`src/rtl/alu_share_arbiter.sv`:
```
// Round-robin arbiter sharing one registered ALU between two requesters.
// Optional error reporting (rsp_err, err_seen) enabled by ALU_SHARE_ARB_ERR_EN.
module alu_share_arbiter #(
    parameter int WIDTH = 32
) (
    input  logic             clk,
    input  logic             reset,
    input  logic             req0_valid,
    output logic             req0_ready,
    input  logic [3:0]       req0_control,
    input  logic [WIDTH-1:0] req0_a,
    input  logic [WIDTH-1:0] req0_b,
    input  logic             req1_valid,
    output logic             req1_ready,
    input  logic [3:0]       req1_control,
    input  logic [WIDTH-1:0] req1_a,
    input  logic [WIDTH-1:0] req1_b,
    output logic             rsp_valid,
    input  logic             rsp_ready,
    output logic             rsp_id,
    output logic [WIDTH-1:0] rsp_y,
    output logic             rsp_branch
`ifdef ALU_SHARE_ARB_ERR_EN
    ,
    output logic             rsp_err,
    output logic             err_seen
`endif
);
    localparam int SHW = $clog2(WIDTH);

    typedef enum logic [1:0] {S_IDLE, S_EXEC, S_RESP} state_t;

    state_t           r_state, w_next;
    logic             r_last_grant;
    logic             r_id;
    logic [3:0]       r_ctrl;
    logic [WIDTH-1:0] r_a, r_b;

    logic             w_gnt1, w_accept;
    logic [WIDTH-1:0] w_y, w_diff;
    logic             w_br;
    logic [SHW-1:0]   w_sh;

    // Contention goes to the port that did not win last; a lone requester always wins.
    assign w_gnt1     = (req0_valid && req1_valid) ? ~r_last_grant : req1_valid;
    assign w_accept   = (r_state == S_IDLE) && (req0_valid || req1_valid) && !reset;
    assign req0_ready = w_accept && !w_gnt1;
    assign req1_ready = w_accept && w_gnt1;
    assign rsp_valid  = (r_state == S_RESP);

    always_comb begin
        w_next = r_state;
        case (r_state)
            S_IDLE:  if (w_accept) w_next = S_EXEC;
            S_EXEC:  w_next = S_RESP;
            S_RESP:  if (rsp_ready) w_next = S_IDLE;
            default: w_next = S_IDLE;
        endcase
    end

    always_ff @(posedge clk or posedge reset) begin
        if (reset) r_state <= S_IDLE;
        else       r_state <= w_next;
    end

    always_ff @(posedge clk or posedge reset) begin
        if (reset) begin
            r_last_grant <= 1'b1;
            r_id         <= 1'b0;
            r_ctrl       <= '0;
            r_a          <= '0;
            r_b          <= '0;
        end else if (w_accept) begin
            r_last_grant <= w_gnt1;
            r_id         <= w_gnt1;
            r_ctrl       <= w_gnt1 ? req1_control : req0_control;
            r_a          <= w_gnt1 ? req1_a : req0_a;
            r_b          <= w_gnt1 ? req1_b : req0_b;
        end
    end

    assign w_diff = r_a - r_b;
    assign w_sh   = r_b[SHW-1:0];

    always_comb begin
        w_y  = '0;
        w_br = 1'b0;
        case (r_ctrl)
            4'b0000: w_y = r_a + r_b;
            4'b0001: begin w_y = w_diff; w_br = (w_diff == '0); end
            4'b0010: w_y = r_a & r_b;
            4'b0011: w_y = r_a | r_b;
            4'b0100: w_y = r_a << w_sh;
            4'b0101: w_y = WIDTH'($signed(r_a) < $signed(r_b));
            4'b0110: w_y = WIDTH'(r_a < r_b);
            4'b0111: w_y = r_a ^ r_b;
            4'b1000: w_y = $unsigned($signed(r_a) >>> w_sh);
            4'b1001: w_y = r_a >> w_sh;
            4'b1010: w_y = WIDTH'($signed(r_a) >= $signed(r_b));
            4'b1011: w_y = WIDTH'(r_a >= r_b);
            4'b1100: begin w_y = w_diff; w_br = (w_diff != '0); end
            default: begin w_y = '0; w_br = 1'b0; end
        endcase
        // Compare ops report their outcome on both y[0] and branch.
        if (r_ctrl inside {4'b0101, 4'b0110, 4'b1010, 4'b1011}) w_br = w_y[0];
    end

    always_ff @(posedge clk or posedge reset) begin
        if (reset) begin
            rsp_y      <= '0;
            rsp_branch <= 1'b0;
            rsp_id     <= 1'b0;
        end else if (r_state == S_EXEC) begin
            rsp_y      <= w_y;
            rsp_branch <= w_br;
            rsp_id     <= r_id;
        end
    end

`ifdef ALU_SHARE_ARB_ERR_EN
    logic w_illegal;
    assign w_illegal = (r_ctrl >= 4'b1101);

    always_ff @(posedge clk or posedge reset) begin
        if (reset) begin
            rsp_err  <= 1'b0;
            err_seen <= 1'b0;
        end else if (r_state == S_EXEC) begin
            rsp_err  <= w_illegal;
            if (w_illegal) err_seen <= 1'b1;
        end
    end
`endif

endmodule
```
`config.mk`:
```
export PLATFORM = sky130hd
export DESIGN_NAME = alu_share_arbiter
export DESIGN_NICKNAME = d
export VERILOG_FILES = /design/src/rtl/alu_share_arbiter.sv
export SDC_FILE = /design/constraint.sdc
export NUM_CORES = 1
export LEC_CHECK = 0
export CORE_AREA = 2 2 155 157
export DETAILED_ROUTE_END_ITERATION = 7
export DIE_AREA = 0 0 157 159
export HOLD_SLACK_MARGIN = 0.03
export MAX_ROUTING_LAYER = met4
export PLACE_DENSITY = 0.85
export SLEW_MARGIN = 5
export SYNTH_ARGS = -nofsm -noshare
export SYNTH_HDL_FRONTEND = slang
export SYNTH_SLANG_ARGS = --single-unit
```
`constraint.sdc`:
```
create_clock -name clk -period 5.9 [get_ports clk]
set_clock_uncertainty 0.1 [all_clocks]
set_input_delay 1.18 -clock clk [delete_from_list [all_inputs] [get_ports clk]]
set_output_delay 1.18 -clock clk [all_outputs]
set_load 0.01 [all_outputs]
```
==> impl_metrics.csv <==
group,metric,value,unit
detailed_routing,route.detailed.drc,10,
timing,relSlewSlack,27.18,%
clock_network,cts_buffers,9,
detailed_routing,vias,15550,
synth,synth_adder_area_share,9.415,%
worst_setup_path,arrival,3.53,ns
clock_network,clockBufferDepth,2,
timing,fmax,0.2078,GHz
worst_hold_path,hold_path.class,"reg2reg",
die,initial_core_util,57.42,%
synth,synth_seq_area_share,19.93,%
detailed_routing,vias_per_cell,7.032,
worst_setup_path,endpoint_kind,"primary output",
synth,synth-seq-cells,106,
synth,synth-simple-area-share,18.90,%
die,rows,56,
die,core_region_area,0.02319,mm^2
final_layout,nNetsFinal,2126,
detailed_routing,wl_met3,8555,um
global_route,grt_pass1_wl,87340,um
worst_setup_path,cp_slowest_cell,"clkdlybuf4s50_1",
detailed_routing,firstDrtPassIters,8,
detailed_routing,topRoutingLayerUsed,"met4",
detailed_routing,dr_wl_met2,23310,um
worst_setup_path,slowest_delay,0.67,ns
job,drv_cap,0,
die,dieArea,0.02496,mm^2
synth,synth-compound-area-share,29.65,%
timing,rsz0062_at_grt,"no",
global_route,grt.total_usage,47.19,%
synth,post_synth_mux_area_share,13.83,%
final_layout,area_growth,16.86,%
timing,slew_violations,0,
global_route,antenna_found_initial,1,
clock_network,hold_buffers,0,
timing,hold_viol_final,0,
detailed_routing,wl_met1,22250,um
clock_network,htree_levels,3,
synth,async_flop_share,100.0,%
global_route,grt_max_degree,89,
timing,setup_viol_count_final,0,
clock_network,cts_resized,0,
detailed_routing,ant_nets,0,
synth,synth_area,0.01332,mm^2
power,powerDensity,708.6,mW/mm^2
placement,dp_hpwl,45230,um
synth,synth_enable_flop_cells,0,
power,p_leak,6.703,nW
timing,tightest_slew,1.065,ns
clock_network,cts_setup_buffers,0,
worst_setup_path,crit_chain,"clkdlybuf4s50_1 -> nor2_1 -> or4_4 -> nor2_1 -> clkdlybuf4s50_1",
placement,gp_congestion,1.153,
status,violations,"DRC",
clock_network,cts_sinks,106,
die,die_h,159,um
clock_network,cts_tree,"built",
synth,yosys_warnings,0,
synth,synth_fp_nets,2042,
synth,synth_top_family_by_area,"compound AO/OA/AOI/OAI gates",
clock_network,insertion_delay,0.38,ns
detailed_routing,drt_iter0_drc,2543,
synth,synth_flop_cell,"dfrtp_1",
worst_hold_path,hp-start,"rsp_y[18]$_DFFE_PP0N_",
timing,tns,0,ns
detailed_routing,post_drt_wl_per_cell,26.29,um
synth,syn_area_per_cell,7.390,um^2
worst_setup_path,worstReg2RegStart,"r_b[0]$_DFFE_PP0P_",
worst_setup_path,startpoint,"req0_valid",
clock_network,cts_root_buf,"clkbuf_16",
synth,synth_cell_type_count,77,
die,die_w,157,um
die,io-pin-count,178,
synth,synth_xor_area_share,1.447,%
clock_network,clkSlewWorstSetupHoldPaths,0.08,ns
status,outcome,"complete, but fails checks",
placement,io_buffers,177,
worst_setup_path,critPathRequiredTime,4.62,ns
timing,holdWs,0.3836,ns
timing,period_share,81.57,%
worst_setup_path,critical_path_class,"in2out",
timing,period_minus_slack,4.812,ns
synth,synthCells,1802,
global_route,grt_pass1_vias,14370,
power,peakVddDrop,357.9,uV
worst_setup_path,crit_path_max_fanout,15,
detailed_routing,drt-total-wl,58120,um
final_layout,drive_gt1_share,5.553,%
global_route,grt-ovfl-total,0,
worst_setup_path,crit_path_start_kind,"input pin",
## power by group
part           switching (mW)  internal [mW]
sequential              0.474           1.03
clock                   0.327          0.334
combinational            5.90           2.96
## cell type report
class                           count  area [um^2]
Sequential cell                   106         2656
Fill cell                        1953         7631
Tap cell                          319        399.1
Clock inverter                      7        76.32
Inverter                           98        370.4
Antenna cell                        1        2.502
Multi-Input combinational cell   1458         9789
Clock buffer                        9        225.2
Timing Repair Buffer              213         2042
## cell families (layout without fill, tap and decap cells)
group	after synthesis	after routing
AO/OA/AOI/OAI	623	623
AND/OR/NAND/NOR	550	550
buffers and inverters	238	327
multiplexers	164	164
flip-flops	106	106
adder cells (fa/ha/maj)	99	99
XOR/XNOR	22	22
other	0	1
## flip-flops by register name, indices dropped and copies added, names as in the netlist
| signal | flops |
|---|---|
| r_a | 32 |
| r_b | 32 |
| rsp_y | 32 |
| r_ctrl | 4 |
| r_state | 2 |
| r_id | 1 |
| r_last_grant | 1 |
| rsp_branch | 1 |
| rsp_id | 1 |
## cell usage in the layout (no fill, tap or decap), types with 15 or more instances in the layout
cell,instances
o21ai_0,232
nand2_1,194
clkdlybuf4s50_1,177
nor2_1,171
mux2i_1,139
a21oi_1,129
dfrtp_1,103
ha_1,97
inv_1,96
buf_4,36
nand2b_1,34
nand3_1,28
a22oi_1,28
nor3_1,22
a211oi_1,22
o31ai_1,20
nor4_1,19
o21bai_1,17
xnor2_1,17
a221oi_1,17
a21o_1,16
nand4_1,16
o211ai_1,16
mux4_2,15
## metrics by stage
stage	instance area [um^2]	total power [mW]	util (%)	std cells	worst slack, ns
floorplan	13320	6.884	-	1802	1.538
global placement	15260	9.680	65.79	2194	1.171
CTS	15560	10.48	67.09	2210	1.169
global route	15560	11.48	67.10	2211	0.9700
detailed placement	15260	9.781	65.79	2194	1.180
finish	15560	11.03	67.10	2211	1.088
## layer usage
layer,vias to the layer above,global-route usage (%)
li1,6719,-
met1,7208,62.68
met2,1371,64.55
met3,250,13.47
met4,0,24.90
met5,-,-
## path summary, 6_finish.rpt
check	endpoint	slack, ns	cells after the start
worst max-delay path	req0_ready	1.09	5
worst min-delay path	rsp_y[18]$_DFFE_PP0N_	0.38	2
worst max register to register	rsp_y[24]$_DFFE_PP0N_	1.12	13
worst min register to register	rsp_y[18]$_DFFE_PP0N_	0.38	2
max in group asynchronous	r_b[15]$_DFFE_PP0P_	3.38	3
min in group asynchronous	r_id$_DFFE_PP0P_	1.26	2
## synthesized netlist by cell type, types with 6 or more instances
library cell	number	area share, %
o31ai_1	20	1.1
nor3_1	25	0.94
o2111ai_1	9	0.59
inv_1	98	2.8
a211o_1	12	0.79
mux2i_1	139	10
nor4_1	19	0.89
mux2_2	10	0.85
o22ai_1	8	0.38
dfrtp_1	105	20
nand3_1	28	1.1
ha_1	97	9.1
xnor2_1	17	1.1
a21oi_1	129	4.8
and2_1	6	0.28
mux4_2	15	2.5
o211ai_1	16	0.90
o21ai_0	232	8.7
a221oi_1	17	1.1
a21o_1	16	0.90
nor2b_1	14	0.66
nand2b_1	34	1.6
nand2_1	194	5.5
a22oi_1	28	1.6
and3_1	6	0.28
a221o_1	9	0.68
or3_1	10	0.47
o221ai_1	10	0.66
a22o_1	11	0.72
a31oi_1	12	0.56
o21bai_1	17	0.96
clkbuf_1	108	3.0
a211oi_1	22	1.2
nor2_1	171	4.8
a2111oi_0	11	0.72
nand4_1	16	0.75
buf_1	26	0.73
## worst max-delay path, delay by kind of cell
kind / cells / cell delay, ns
buf+inv: 2 / 1.19
simple gates: 3 / 1.15
Note: power is estimated with default switching activity, not from simulation.
